## config.mk

```make
export PLATFORM = sky130hd
export DESIGN_NAME = branch_predictor
export DESIGN_NICKNAME = d
export VERILOG_FILES = /design/src/rtl/branch_predictor.sv
export SDC_FILE = /design/constraint.sdc
export NUM_CORES = 2
export LEC_CHECK = 0
export CAP_MARGIN = 25
export CORE_UTILIZATION = 33
export CTS_CLUSTER_DIAMETER = 60
export CTS_CLUSTER_SIZE = 8
export DETAILED_ROUTE_END_ITERATION = 8
export RECOVER_POWER = 50
export SLEW_MARGIN = 20
export SYNTH_ARGS = -nofsm -noshare
export SYNTH_HDL_FRONTEND = slang
export SYNTH_SLANG_ARGS = --single-unit
export TNS_END_PERCENT = 30
```

## constraint.sdc

```tcl
create_clock -name clk -period 4.9 [get_ports clk]
set_input_delay 0.735 -clock clk [delete_from_list [all_inputs] [get_ports clk]]
set_output_delay 0.735 -clock clk [all_outputs]
set_load 0.03 [all_outputs]
```

## src/rtl/branch_predictor.sv

```systemverilog
// Branch target buffer with 2-bit saturating direction counters.
// IF looks the fetch PC up combinationally; MEM writes resolved outcomes
// back on the clock edge. Also keeps saturating update/mispredict counts.

// One BTB entry: valid, partial tag, target and direction counter.
module bp_entry #(
  parameter int ADDR_W = 32,
  parameter int TAG_W  = 8
) (
  input  logic              clk,
  input  logic              rst,
  input  logic              wr_en,
  input  logic [TAG_W-1:0]  upd_tag,
  input  logic              upd_is_jump,
  input  logic              upd_taken,
  input  logic [ADDR_W-1:0] upd_target,
  output logic              valid,
  output logic [TAG_W-1:0]  tag,
  output logic [ADDR_W-1:0] target,
  output logic [1:0]        ctr
);

  logic hit;
  assign hit = valid & (tag == upd_tag);

  // Train on a hit; allocate on a taken or jump miss; not-taken misses leave the entry alone.
  always_ff @(posedge clk) begin
    if (rst) begin
      valid  <= 1'b0;
      tag    <= '0;
      target <= '0;
      ctr    <= 2'b00;
    end else if (wr_en) begin
      if (hit) begin
        if (upd_is_jump) begin
          ctr    <= 2'b11;
          target <= upd_target;
        end else if (upd_taken) begin
          ctr    <= (ctr == 2'b11) ? 2'b11 : ctr + 2'd1;
          target <= upd_target;
        end else begin
          ctr    <= (ctr == 2'b00) ? 2'b00 : ctr - 2'd1;
        end
      end else if (upd_taken || upd_is_jump) begin
        valid  <= 1'b1;
        tag    <= upd_tag;
        target <= upd_target;
        ctr    <= upd_is_jump ? 2'b11 : 2'b10;
      end
    end
  end

endmodule

module branch_predictor #(
  parameter int ADDR_W  = 32,
  parameter int ENTRIES = 16,
  parameter int TAG_W   = 8,
  parameter int CNT_W   = 16,
  localparam int INDEX_W = $clog2(ENTRIES)
) (
  input  logic              clk,
  input  logic              rst,
  input  logic              lookup_valid,
  input  logic [ADDR_W-1:0] lookup_pc,
  output logic              pred_hit,
  output logic              pred_taken,
  output logic [ADDR_W-1:0] pred_target,
  input  logic              update_valid,
  input  logic [ADDR_W-1:0] update_pc,
  input  logic              update_is_jump,
  input  logic              update_taken,
  input  logic [ADDR_W-1:0] update_target,
  input  logic              update_mispredict,
  output logic [CNT_W-1:0]  branch_cnt,
  output logic [CNT_W-1:0]  mispredict_cnt
);

  // pc[1:0] is dropped; index sits just above it, partial tag above the index.
  logic [INDEX_W-1:0] lk_idx, upd_idx;
  logic [TAG_W-1:0]   lk_tag, upd_tag;
  assign lk_idx  = lookup_pc[INDEX_W+1:2];
  assign lk_tag  = lookup_pc[INDEX_W+TAG_W+1:INDEX_W+2];
  assign upd_idx = update_pc[INDEX_W+1:2];
  assign upd_tag = update_pc[INDEX_W+TAG_W+1:INDEX_W+2];

  logic [ENTRIES-1:0]             ent_valid;
  logic [ENTRIES-1:0][TAG_W-1:0]  ent_tag;
  logic [ENTRIES-1:0][ADDR_W-1:0] ent_target;
  logic [ENTRIES-1:0][1:0]        ent_ctr;

  for (genvar i = 0; i < ENTRIES; i++) begin : g_ent
    bp_entry #(.ADDR_W(ADDR_W), .TAG_W(TAG_W)) u_ent (
      .clk         (clk),
      .rst         (rst),
      .wr_en       (update_valid && (upd_idx == INDEX_W'(i))),
      .upd_tag     (upd_tag),
      .upd_is_jump (update_is_jump),
      .upd_taken   (update_taken),
      .upd_target  (update_target),
      .valid       (ent_valid[i]),
      .tag         (ent_tag[i]),
      .target      (ent_target[i]),
      .ctr         (ent_ctr[i])
    );
  end

  // Zero-latency lookup of pre-update contents; reset forces the miss path.
  always_comb begin
    pred_hit    = lookup_valid & ~rst & ent_valid[lk_idx] & (ent_tag[lk_idx] == lk_tag);
    pred_taken  = pred_hit & ent_ctr[lk_idx][1];
    pred_target = pred_taken ? ent_target[lk_idx] : lookup_pc + ADDR_W'(4);
  end

  // Saturating statistics; nothing counts without update_valid.
  always_ff @(posedge clk) begin
    if (rst) begin
      branch_cnt     <= '0;
      mispredict_cnt <= '0;
    end else if (update_valid) begin
      if (branch_cnt != '1) branch_cnt <= branch_cnt + CNT_W'(1);
      if (update_mispredict && (mispredict_cnt != '1))
        mispredict_cnt <= mispredict_cnt + CNT_W'(1);
    end
  end

endmodule

```

==> flow_metrics.env <==
export IMPL_status="complete, but fails checks"
export IMPL_violations="capacitance limit, slew limit"
export IMPL_hp_class="register to register"
export IMPL_cp_endpoint="pred_target[16]"
export IMPL_drv_slew=370
export IMPL_min_period_ns=4.73
export IMPL_synth_top_flop_cell="dfxtp_1"
export IMPL_fin_util_pct=39.0
export IMPL_place_congestion=0.884
export IMPL_final_cells=5285
export IMPL_startpoint_type="input port"
export IMPL_cts_root_buf="clkbuf_16"
export IMPL_hold_violations=0
export IMPL_worst_setup_path_type="input port to output port"
export IMPL_post_drt_wl_per_cell_um=21.7
export IMPL_path_cells="buf_4 > buf_4 > mux4_2 > mux2i_1 > mux2i_1 > xor2_1 > nor2_1 > nand4_4 > buf_12 > mux2_4 > buf_4"
export IMPL_slew_headroom_pct=-92.2
export IMPL_postSynthAreaPerCell_um2=8.59
export IMPL_cts_buffers=102
export IMPL_tritoncts="done"
export IMPL_core_mm2=0.101
export IMPL_required_ns=4.16
export IMPL_start_util_pct=33.5
export IMPL_clock_path_buffers=3
export IMPL_netlist_instances=3922
export IMPL_netlist_top_cells_area="dfxtp_1 43%, nand2_1 13%, mux4_2 12%"
export IMPL_cts_sinks=720
export IMPL_die_area_mm2=0.103
export IMPL_hpwl_um=68500
export IMPL_nNetsFinal=4021
export IMPL_max_stage_delay_ns=0.55
export IMPL_ys_warn_count=0
export IMPL_tns_ns=0
export IMPL_first_global_vias=27027
export IMPL_htree_levels=3
export IMPL_critPathLaunch="lookup_pc[4]"
export IMPL_regToRegSetupSlack_ns=2.52
export IMPL_drc=0
export IMPL_grt_usage_pct=21.8
export IMPL_synth_edf_count=0
export IMPL_dr_pass1_iters=8
export IMPL_power_per_cell_area_mw_per_mm2=342
export IMPL_syn_to_final_growth_pct=16.3
export IMPL_r2r_end="mispredict_cnt[9]"
export IMPL_grt_ovfl_total=0
export IMPL_drtIter0Drc=3063
export IMPL_ys_ff_latch=720
export IMPL_r2r_cells=8
export IMPL_crit_fanout=24
export IMPL_p_total_mw=13.4
export IMPL_worstPathArrival_ns=4.00
export IMPL_vdd_drop_max_v=0.000240
export IMPL_clk_pin_slew_ns=0.05
export IMPL_num_io_pins=169
export IMPL_grt_pass1_wl_um=172000
export IMPL_synth_distinct_cells=61
export IMPL_drive_gt1_share_pct=13.0
export IMPL_dp_cells=5166
export IMPL_timing_rr_start="mispredict_cnt[7]"
export IMPL_ant_nets=0
export IMPL_grt_max_degree=232
export IMPL_die_h_um=322
export IMPL_yosys_area_top_type_share_pct=42.8
export IMPL_holdBufCountCts=0
export IMPL_skew_ns=0.0351
export IMPL_clock_latency_ns=0.67
export IMPL_end_kind="output port"
export IMPL_port_buffers=148
export IMPL_vias=28413
export IMPL_synth_seq_area_share_pct=42.8
export IMPL_synthesis_nets=4028
export IMPL_p_leak_nw=13.7
export IMPL_wl_um=115000
export IMPL_antenna_found_initial=9
export IMPL_die_x_um=322
export IMPL_vias_per_cell=5.38
export IMPL_cts_resized=0
export IMPL_finalSetupViolCount=0
export IMPL_finalCritPeriodShare_pct=96.6
export IMPL_row_count=116
export IMPL_synth_largest_area_cell="dfxtp_1"
export IMPL_async_flop_share_pct=0
export IMPL_post_cts_setup_buffers=0
export IMPL_max_cap_violations=4
export IMPL_clock_fmax_mhz=211
export IMPL_path_common_cell="buf_4"
export IMPL_synthesis_area_mm2=0.0337
export IMPL_cpMaxStageDelayCell="buf_4"
export IMPL_rsz0062_at_grt="false"
export IMPL_tightest_slew_ns=2.88
sequential cells by signal, indices dropped and copies added, names as in the netlist:
register	count
g_ent.u_ent.target	512
g_ent.u_ent.ctr	32
mispredict_cnt	16
g_ent.u_ent.valid	16
branch_cnt	16
g_ent.u_ent.tag	128
metrics by stage:
stage	worst slack (ns)	cell area, µm²	hold WS, ns
after CTS	0.178	39300	0.450
after global routing	0.0328	39200	0.462
final	0.166	39200	0.446
after detailed placement	0.195	36500	0.443
after floorplan	0.957	33700	0.433
after global placement	0.159	36500	0.438
cell type report:
cell class / instances / area [µm²]
inverters: 18 / 68.8
repair buffers: 246 / 2340
clock inverters: 9 / 160
fillers: 9931 / 61400
diodes: 1 / 2.50
clock buffers: 107 / 2630
well taps: 1357 / 1700
flip-flops and latches: 720 / 14400
multi-input cells: 2827 / 17900
cells by family (layout without fill, tap and decap cells):
| group | count (synthesis) | in the layout | synth area share, % |
|---|---|---|---|
| adder cells (fa/ha/maj) | 6 | 6 | 0.201 |
| buffers and inverters | 375 | 380 | 4.47 |
| flip-flops | 720 | 720 | 42.8 |
| AND/OR/NAND/NOR | 1575 | 1575 | 18.7 |
| multiplexers | 348 | 348 | 17.5 |
| XOR/XNOR | 196 | 196 | 5.09 |
| AO/OA/AOI/OAI | 702 | 702 | 11.3 |
| other | 0 | 1 | 0 |
worst min path at each step:
stage | start | end | cells after the start
floorplan | g_ent[10].u_ent.target[31] | g_ent[10].u_ent.target[31] | 2
global placement | g_ent[11].u_ent.target[27] | g_ent[11].u_ent.target[27] | 2
detailed placement | g_ent[3].u_ent.target[10] | g_ent[3].u_ent.target[10] | 2
CTS | g_ent[5].u_ent.target[23] | g_ent[5].u_ent.target[23] | 2
global route | g_ent[3].u_ent.target[3] | g_ent[3].u_ent.target[3] | 2
finish | g_ent[15].u_ent.target[20] | g_ent[15].u_ent.target[20] | 2
synth_stat cells, types with 4 or more instances:
cell,number
clkbuf_1,290
nand2b_1,6
buf_4,8
dfxtp_1,720
buf_1,37
a21o_1,6
o22ai_1,8
mux2_4,28
and4_1,8
xnor2_1,72
mux2_2,16
and2_1,8
mux2i_1,124
or2_2,4
nand4_1,30
a221oi_1,12
a211oi_1,6
a22oi_1,5
buf_2,16
nor4_1,21
nor3_1,37
buf_6,5
inv_1,16
o21ai_0,27
a222oi_1,4
or3_1,4
xor2_1,124
a22o_1,9
nand2_1,1185
nor2_1,220
and3_1,14
mux4_2,180
o221a_2,4
nor2b_1,7
nand3_1,27
a21oi_1,595
layout by cell type, fill, tap and decap left out, types with 77 or more instances in the layout:
| cell | n |
|---|---|
| nand2_1 | 1173 |
| dfxtp_1 | 720 |
| a21oi_1 | 595 |
| nor2_1 | 211 |
| mux4_2 | 180 |
| mux2i_1 | 124 |
| xor2_1 | 124 |
| clkbuf_16 | 104 |
| buf_4 | 97 |
| clkdlybuf4s50_1 | 77 |
power breakdown:
group          switching, mW  internal (mW)  total (mW)  leakage (nW)
Clock                   2.59           3.86        6.45          1.37
Combinational          0.649          0.356        1.00          6.56
Sequential            0.0434           5.93        5.97          5.81
Total                   3.29           10.1        13.4          13.7
metal layers:
layer / GRT usage [%] / vias to the layer above / share of wire, %
met4: 7.76 / 14 / 3.2
met2: 35.6 / 1099 / 47
met5: 0 / - / 0.072
met1: 28.9 / 13831 / 42
met3: 3.95 / 221 / 7.9
li1: - / 13248 / -
worst max-delay path, delay by kind of cell:
family,cells,cell delay (ns)
multiplexers,4,1.04
buffers and inverters,4,1.42
AND/OR/NAND/NOR,2,0.63
XOR/XNOR,1,0.15
Note: power is estimated with default switching activity, not from simulation.
